### config.mk
export PLATFORM = sky130hd
export DESIGN_NAME = cpu_sequencer_flat
export DESIGN_NICKNAME = d
export VERILOG_FILES = /design/src/rtl/cpu_sequencer_if.sv /design/src/rtl/cpu_sequencer.sv /design/src/flat_wrapper.sv
export SDC_FILE = /design/constraint.sdc
export NUM_CORES = 1
export LEC_CHECK = 0
export ABC_AREA = 1
export CORE_UTILIZATION = 35
export CTS_BUF_LIST = sky130_fd_sc_hd__clkbuf_8
export DETAILED_ROUTE_END_ITERATION = 7
export PLACE_DENSITY = 0.67
export SYNTH_ARGS = -nofsm -noshare
export SYNTH_HDL_FRONTEND = slang
export SYNTH_SLANG_ARGS = --single-unit
### constraint.sdc
create_clock -name i_clk -period 1.6 [get_ports i_clk]
set_input_delay 0.16 -clock i_clk [delete_from_list [all_inputs] [get_ports i_clk]]
set_output_delay 0.16 -clock i_clk [all_outputs]
set_load 0.01 [all_outputs]
### src/rtl/cpu_sequencer_if.sv
// Bus bundle between the CPU sequencer and its RAM / datapath neighbours.
// master = sequencer side, slave = RAM/datapath (or bench) side.
interface cpu_sequencer_if #(
  parameter int PC_W = 8
);
  logic            start;
  logic [31:0]     ram_out;
  logic [15:0]     mem_addr;
  logic [3:0]      alu_flag;
  logic            ram_enable;
  logic            ram_rw;
  logic [15:0]     ram_address;
  logic [31:0]     instr;
  logic [3:0]      flag;
  logic            reg_write;
  logic            load_sel;
  logic [PC_W-1:0] pc;
  logic            busy;
  logic            halted;

  modport master (
    input  start, ram_out, mem_addr, alu_flag,
    output ram_enable, ram_rw, ram_address, instr, flag,
           reg_write, load_sel, pc, busy, halted
  );

  modport slave (
    output start, ram_out, mem_addr, alu_flag,
    input  ram_enable, ram_rw, ram_address, instr, flag,
           reg_write, load_sel, pc, busy, halted
  );
endinterface

### src/rtl/cpu_sequencer.sv
// Fetch/decode/execute controller for the single-RAM CPU: owns PC, IR and flags.
// Instruction fields: Cond=[31:28], OpCode=[24:21], S=[20].
module cpu_sequencer #(
  parameter int         PC_W   = 8,
  parameter logic [3:0] LDR_OP = 4'b1101,
  parameter logic [3:0] STR_OP = 4'b1110,
  parameter logic [3:0] HLT_OP = 4'b1111
) (
  input  logic              i_clk,
  input  logic              i_rst_n,
  cpu_sequencer_if.master   io_bus
);

  typedef enum logic [2:0] {
    S_IDLE, S_FETCH, S_DECODE, S_EXECUTE, S_MEM, S_WB, S_HALT
  } state_t;

  state_t          r_state, w_state_next;
  logic [PC_W-1:0] r_pc, w_pc_next, w_pc_inc;
  logic [31:0]     r_instr, w_instr_next;
  logic [3:0]      r_flag, w_flag_next;
  logic [15:0]     r_ram_address, w_ram_address_next;

  logic [3:0] w_cond, w_opcode;
  logic       w_s, w_n, w_z, w_c, w_v;
  logic       w_cond_true, w_is_ldr, w_is_str;

  assign w_cond   = r_instr[31:28];
  assign w_opcode = r_instr[24:21];
  assign w_s      = r_instr[20];
  assign {w_n, w_z, w_c, w_v} = r_flag;
  assign w_is_ldr = (w_opcode == LDR_OP);
  assign w_is_str = (w_opcode == STR_OP);
  assign w_pc_inc = r_pc + PC_W'(1);

  always_comb begin
    w_cond_true = 1'b0;
    case (w_cond)
      4'b0000: w_cond_true = w_z;
      4'b0001: w_cond_true = !w_z;
      4'b0010: w_cond_true = w_c;
      4'b0011: w_cond_true = !w_c;
      4'b0100: w_cond_true = w_n;
      4'b0101: w_cond_true = !w_n;
      4'b0110: w_cond_true = w_v;
      4'b0111: w_cond_true = !w_v;
      4'b1010: w_cond_true = (w_n == w_v);
      4'b1011: w_cond_true = (w_n != w_v);
      4'b1110: w_cond_true = 1'b1;
      default: w_cond_true = 1'b0;
    endcase
  end

  // Ram_Address is reloaded with the next PC on every path back to FETCH.
  always_comb begin
    w_state_next       = r_state;
    w_pc_next          = r_pc;
    w_instr_next       = r_instr;
    w_flag_next        = r_flag;
    w_ram_address_next = r_ram_address;
    case (r_state)
      S_IDLE: begin
        w_ram_address_next = 16'(r_pc);
        if (io_bus.start) w_state_next = S_FETCH;
      end
      S_FETCH:  w_state_next = S_DECODE;
      S_DECODE: begin
        w_instr_next = io_bus.ram_out;
        w_state_next = S_EXECUTE;
      end
      S_EXECUTE: begin
        if (!w_cond_true) begin
          w_pc_next          = w_pc_inc;
          w_ram_address_next = 16'(w_pc_inc);
          w_state_next       = S_FETCH;
        end else if (w_opcode == HLT_OP) begin
          w_state_next = S_HALT;
        end else if (w_is_ldr || w_is_str) begin
          w_ram_address_next = io_bus.mem_addr;
          w_state_next       = S_MEM;
        end else begin
          if (w_s) w_flag_next = io_bus.alu_flag;
          w_state_next = S_WB;
        end
      end
      S_MEM: begin
        if (w_is_str) begin
          w_pc_next          = w_pc_inc;
          w_ram_address_next = 16'(w_pc_inc);
          w_state_next       = S_FETCH;
        end else begin
          w_state_next = S_WB;
        end
      end
      S_WB: begin
        w_pc_next          = w_pc_inc;
        w_ram_address_next = 16'(w_pc_inc);
        w_state_next       = S_FETCH;
      end
      S_HALT:  w_state_next = S_HALT;
      default: w_state_next = S_IDLE;
    endcase
  end

  always_ff @(posedge i_clk or negedge i_rst_n) begin
    if (!i_rst_n) begin
      r_state       <= S_IDLE;
      r_pc          <= '0;
      r_instr       <= '0;
      r_flag        <= '0;
      r_ram_address <= '0;
    end else begin
      r_state       <= w_state_next;
      r_pc          <= w_pc_next;
      r_instr       <= w_instr_next;
      r_flag        <= w_flag_next;
      r_ram_address <= w_ram_address_next;
    end
  end

  // Strobes decode from the state register only, so reset clears them at once.
  assign io_bus.ram_enable  = (r_state == S_FETCH) || (r_state == S_MEM);
  assign io_bus.ram_rw      = !((r_state == S_MEM) && w_is_str);
  assign io_bus.ram_address = r_ram_address;
  assign io_bus.instr       = r_instr;
  assign io_bus.flag        = r_flag;
  assign io_bus.reg_write   = (r_state == S_WB);
  assign io_bus.load_sel    = (r_state == S_WB) && w_is_ldr;
  assign io_bus.pc          = r_pc;
  assign io_bus.busy        = (r_state != S_IDLE) && (r_state != S_HALT);
  assign io_bus.halted      = (r_state == S_HALT);

endmodule

### src/flat_wrapper.sv
// flat-port wrapper written by rule: the top's interface ports become plain ports
module cpu_sequencer_flat 
#(
  parameter int         PC_W   = 8,
  parameter logic [3:0] LDR_OP = 4'b1101,
  parameter logic [3:0] STR_OP = 4'b1110,
  parameter logic [3:0] HLT_OP = 4'b1111
)
  (i_clk, i_rst_n, io_bus_start, io_bus_ram_out, io_bus_mem_addr, io_bus_alu_flag, io_bus_ram_enable, io_bus_ram_rw, io_bus_ram_address, io_bus_instr, io_bus_flag, io_bus_reg_write, io_bus_load_sel, io_bus_pc, io_bus_busy, io_bus_halted);
  cpu_sequencer_if #(.PC_W(PC_W)) io_bus_i ();
  input  logic i_clk;
  input  logic i_rst_n;
  input wire logic [$bits(io_bus_i.start)-1:0] io_bus_start;
  input wire logic [$bits(io_bus_i.ram_out)-1:0] io_bus_ram_out;
  input wire logic [$bits(io_bus_i.mem_addr)-1:0] io_bus_mem_addr;
  input wire logic [$bits(io_bus_i.alu_flag)-1:0] io_bus_alu_flag;
  output wire logic [$bits(io_bus_i.ram_enable)-1:0] io_bus_ram_enable;
  output wire logic [$bits(io_bus_i.ram_rw)-1:0] io_bus_ram_rw;
  output wire logic [$bits(io_bus_i.ram_address)-1:0] io_bus_ram_address;
  output wire logic [$bits(io_bus_i.instr)-1:0] io_bus_instr;
  output wire logic [$bits(io_bus_i.flag)-1:0] io_bus_flag;
  output wire logic [$bits(io_bus_i.reg_write)-1:0] io_bus_reg_write;
  output wire logic [$bits(io_bus_i.load_sel)-1:0] io_bus_load_sel;
  output wire logic [$bits(io_bus_i.pc)-1:0] io_bus_pc;
  output wire logic [$bits(io_bus_i.busy)-1:0] io_bus_busy;
  output wire logic [$bits(io_bus_i.halted)-1:0] io_bus_halted;
  assign io_bus_i.start = io_bus_start;
  assign io_bus_i.ram_out = io_bus_ram_out;
  assign io_bus_i.mem_addr = io_bus_mem_addr;
  assign io_bus_i.alu_flag = io_bus_alu_flag;
  assign io_bus_ram_enable = io_bus_i.ram_enable;
  assign io_bus_ram_rw = io_bus_i.ram_rw;
  assign io_bus_ram_address = io_bus_i.ram_address;
  assign io_bus_instr = io_bus_i.instr;
  assign io_bus_flag = io_bus_i.flag;
  assign io_bus_reg_write = io_bus_i.reg_write;
  assign io_bus_load_sel = io_bus_i.load_sel;
  assign io_bus_pc = io_bus_i.pc;
  assign io_bus_busy = io_bus_i.busy;
  assign io_bus_halted = io_bus_i.halted;
  cpu_sequencer #(.PC_W(PC_W), .LDR_OP(LDR_OP), .STR_OP(STR_OP), .HLT_OP(HLT_OP)) u_core (.i_clk(i_clk), .i_rst_n(i_rst_n), .io_bus(io_bus_i));
endmodule
==> results.md <==
- Outcome: complete, but fails checks
- Failing checks: negative setup slack
- Nets: 561
- Tightest Pin Transition: 0.490 ns
- Remaining Overflow, GRT: 0
- H-Tree Depth: 3
- Tcrit/Tclk final: 103%
- Root buf cell: clkbuf_8
- Total track usage: 18.1%
- CP max stage delay: 0.39 ns
- Critical Path Sink Type: register
- Via count: 3035
- Clock power share: 14.7%
- Clock sink total: 63
- Routed len/inst: 14.3 um
- Pwr dens: 2220 nW/um2
- Main synth FF type: dfrtp_1
- Min-Delay Path Class: primary input to async pin
- Post-Route Skew: 0.0140 ns
- Initial DRT Pass Iterations: 5
- Num ports: 121
- R2r setup slk: -0.05 ns
- Post-route cell area: 5260 um2
- Fmax: 604 MHz
- Sw Share: 40.5%
- Die Y: 97.5 um
- Clk slew on worst S/H paths: 0.08 ns
- Share of cells above drive strength 1: 31.8%
- Yosys reg bits: 63
- DRT Wirelength: 8.84 mm
- Slowest-stage cell, CP: dfrtp_1
- Rows: 34
- Antenna Violating Nets Remaining: 0
- Clk_lat worst skew: 0.34 ns
- Crit-path most repeated cell: nand3_4
- CP Class: register to register
- Final slew viol count: 0
- Leak pwr: 2.32 nW
- PortBufs: 120
- Initial antenna violation count: 0
- Pin count of the biggest net entering global routing: 64
- Peak supply drop: 983 uV
- DRT iter0 DRCs: 109
- TritonCTS clock tree: built
- Worst setup margin: -0.0547 ns
- Core Footprint: 8760 um2
- Async set-or-reset flop fraction in the synthesized netlist: 100%
- Post-synth EDFFs: 0
- Placed inst area: 4650 um2
- Drt drc: 0
- Placer congestion estimate: 0.840
- Crit-path cells: inv_2, nand2_2, nand2_1, nand3_2, nand3_4, buf_6, nand3_4, buf_12, a21oi_4, a21oi_2
- Syn_nets: 404
- Netlist cell types: 31
- Fin. Hold Viols: 0
- DP Wirelength: 6.01 mm
- CP Max Fanout: 8
- Worst r2r path cells: 10
- Worst slew margin: 67.1%
- Logic pwr share: 60.0%
- Die area: 9510 um2
- P&R area growth vs syn: 64.6%
- Synth warn: 0
- Sequential cell area fraction in the yosys report: 49.4%
- Via density: 4.91
- Cts bufs inserted: 9
- Syn Area/Cell: 9.18 um2
- Flop pwr share: 25.4%
- Critical Path Source Type: register
- Clock buffer depth: 2
- First-pass GRT wire length: 13.9 mm
- Synthesized instance count: 348
- Final setup fails: 8
- Die X: 97.5 um
- Initial Utilization: 36.5%
- RSZ-0062 raised after global routing: yes
- Number of global-route vias before repair: 2966
- CP arrival: 1.88 ns
- Final worst path period need: 1.65 ns
- Psw: 4.74 mW
- Worst slack, placed: -0.0170 ns
- Max-cap violations: 0
- Critical Path RT: 1.82 ns
- Cell area after synthesis: 3190 um2
- P_int: 6.96 mW
- N_diodes: 0
## cells in the final DEF, fill, tap and decap left out, types with 4 or more instances in the layout
cell             Yosys  final
o22ai_1              4      4
nand3_2              0      4
a21oi_1             18      7
dfrtp_1             63     55
a21oi_4              0      4
xor2_1               5      5
a21oi_2              4     11
nand2_2              4     13
nand3_4              1      4
inv_1               31     30
clkdlybuf4s50_1      0    112
inv_2                4      4
clkbuf_8             0     10
nor2_1              22     16
buf_4                0     25
nor2_2               3      9
o21ai_2              8      8
nand2_1             79     68
buf_12               1      6
dfrtp_2              0      8
mux2_2              26     26
inv_4                2      4
o21ai_1              0      7
buf_6                4      4
nand3_1             36     29
o21ai_0             11      4
## per-layer routing
layer	track usage, %	part of all wire (%)	vias to the layer above
li1	-	-	1457
met1	22.1	42	1438
met2	29.6	48	124
met3	6.04	8.1	16
met4	6.67	2.0	0
met5	0	0	-
## per-stage QoR
step | TNS (ns) | cells | hold WS [ns] | power [mW] | util (%)
after CTS | -0.00682 | 608 | 0.372 | 10.7 | 56.5
after global routing | -2.35 | 618 | 0.387 | 12.5 | 60.0
after floorplan | 0 | 348 | -0.136 | 6.26 | -
final | -0.191 | 618 | 0.366 | 11.7 | 60.0
after detailed placement | -0.0570 | 587 | 0.206 | 8.79 | 53.0
after global placement | -0.00381 | 587 | 0.204 | 8.67 | 53.0
## registers in the layout, indices dropped and copies added, names as in the netlist
| register | count |
|---|---|
| u_core.io_bus.instr | 32 |
| u_core.io_bus.ram_address | 16 |
| u_core.io_bus.pc | 8 |
| u_core.io_bus.flag | 4 |
| u_core.r_state | 3 |
## cells by family (layout without fill, tap and decap cells)
kind of cell               after synthesis  after routing  synth area share [%]
adders and majority gates                1              1                 0.392
muxes                                   26             26                  9.17
buffers and inverters                   49            210                  7.72
DFF                                     63             63                  49.4
and+or+nand+nor                        157            158                  22.9
xor gates and xnor gates                 5              5                  1.37
AOI/OAI and AO/OA                       47             47                  9.09
## cell usage after synthesis (3+ instances only)
cell	n	area, um2
o21ai_0	11	55.1
nor2_2	3	18.8
a21oi_1	18	90.1
xor2_1	5	43.8
o21ai_2	8	70.1
mux2_2	26	293
nand2_2	4	25.0
nand2_1	79	297
dfrtp_1	63	1580
nor3_1	3	15.0
nor2_1	22	82.6
buf_6	4	45.0
inv_2	4	15.0
o22ai_1	4	25.0
a21oi_2	4	35.0
nand2_4	3	33.8
nand3_1	36	180
buf_2	5	25.0
inv_1	31	116
## power groups by stage
| stage | Clock, mW | Sequential [mW] | Combinational, mW |
|---|---|---|---|
| after floorplan | 0 | 3.19 | 3.07 |
| after global placement | 0 | 2.87 | 5.79 |
| after detailed placement | 0 | 2.91 | 5.88 |
| after CTS | 1.77 | 2.89 | 6.04 |
| after global routing | 1.82 | 3.06 | 7.57 |
| final | 1.71 | 2.96 | 7.01 |
## layout make-up
type	instances	area [um2]
repair buffers	156	1540
multi-input cells	237	1600
flip-flops and latches	63	1590
clock inverters	6	109
fillers	750	3500
inverters	38	158
clock buffers	10	138
well taps	108	135
## critical path, delay by kind of cell (launching register included)
kind | cells | cell delay (ns)
AO/OA/AOI/OAI | 2 | 0.19
buffers and inverters | 3 | 0.44
flip-flops | 1 | 0.39
AND/OR/NAND/NOR | 5 | 0.53
## repair_timing
action                                  CTS  global route
resized for setup                        28            72
endpoints found under the setup margin   36            38
hold buffers                              1             0
pin swaps                                 0            15
gates cloned                              0             2
endpoints found under the hold margin    63             0
setup buffers                             4             8
## final timing paths
kind	startpoint	endpoint
setup / recovery	u_core.io_bus.instr[30]	u_core.io_bus.ram_address[2]
hold / removal	i_rst_n	u_core.io_bus.ram_address[10]
setup reg to reg	u_core.io_bus.instr[30]	u_core.io_bus.ram_address[2]
hold reg to reg	u_core.io_bus.ram_address[8]	u_core.io_bus.ram_address[8]
max in group asynchronous	i_rst_n	u_core.io_bus.pc[2]
min in group i_clk	io_bus_mem_addr[14]	u_core.io_bus.ram_address[14]
(Power assumes the default switching activity.)
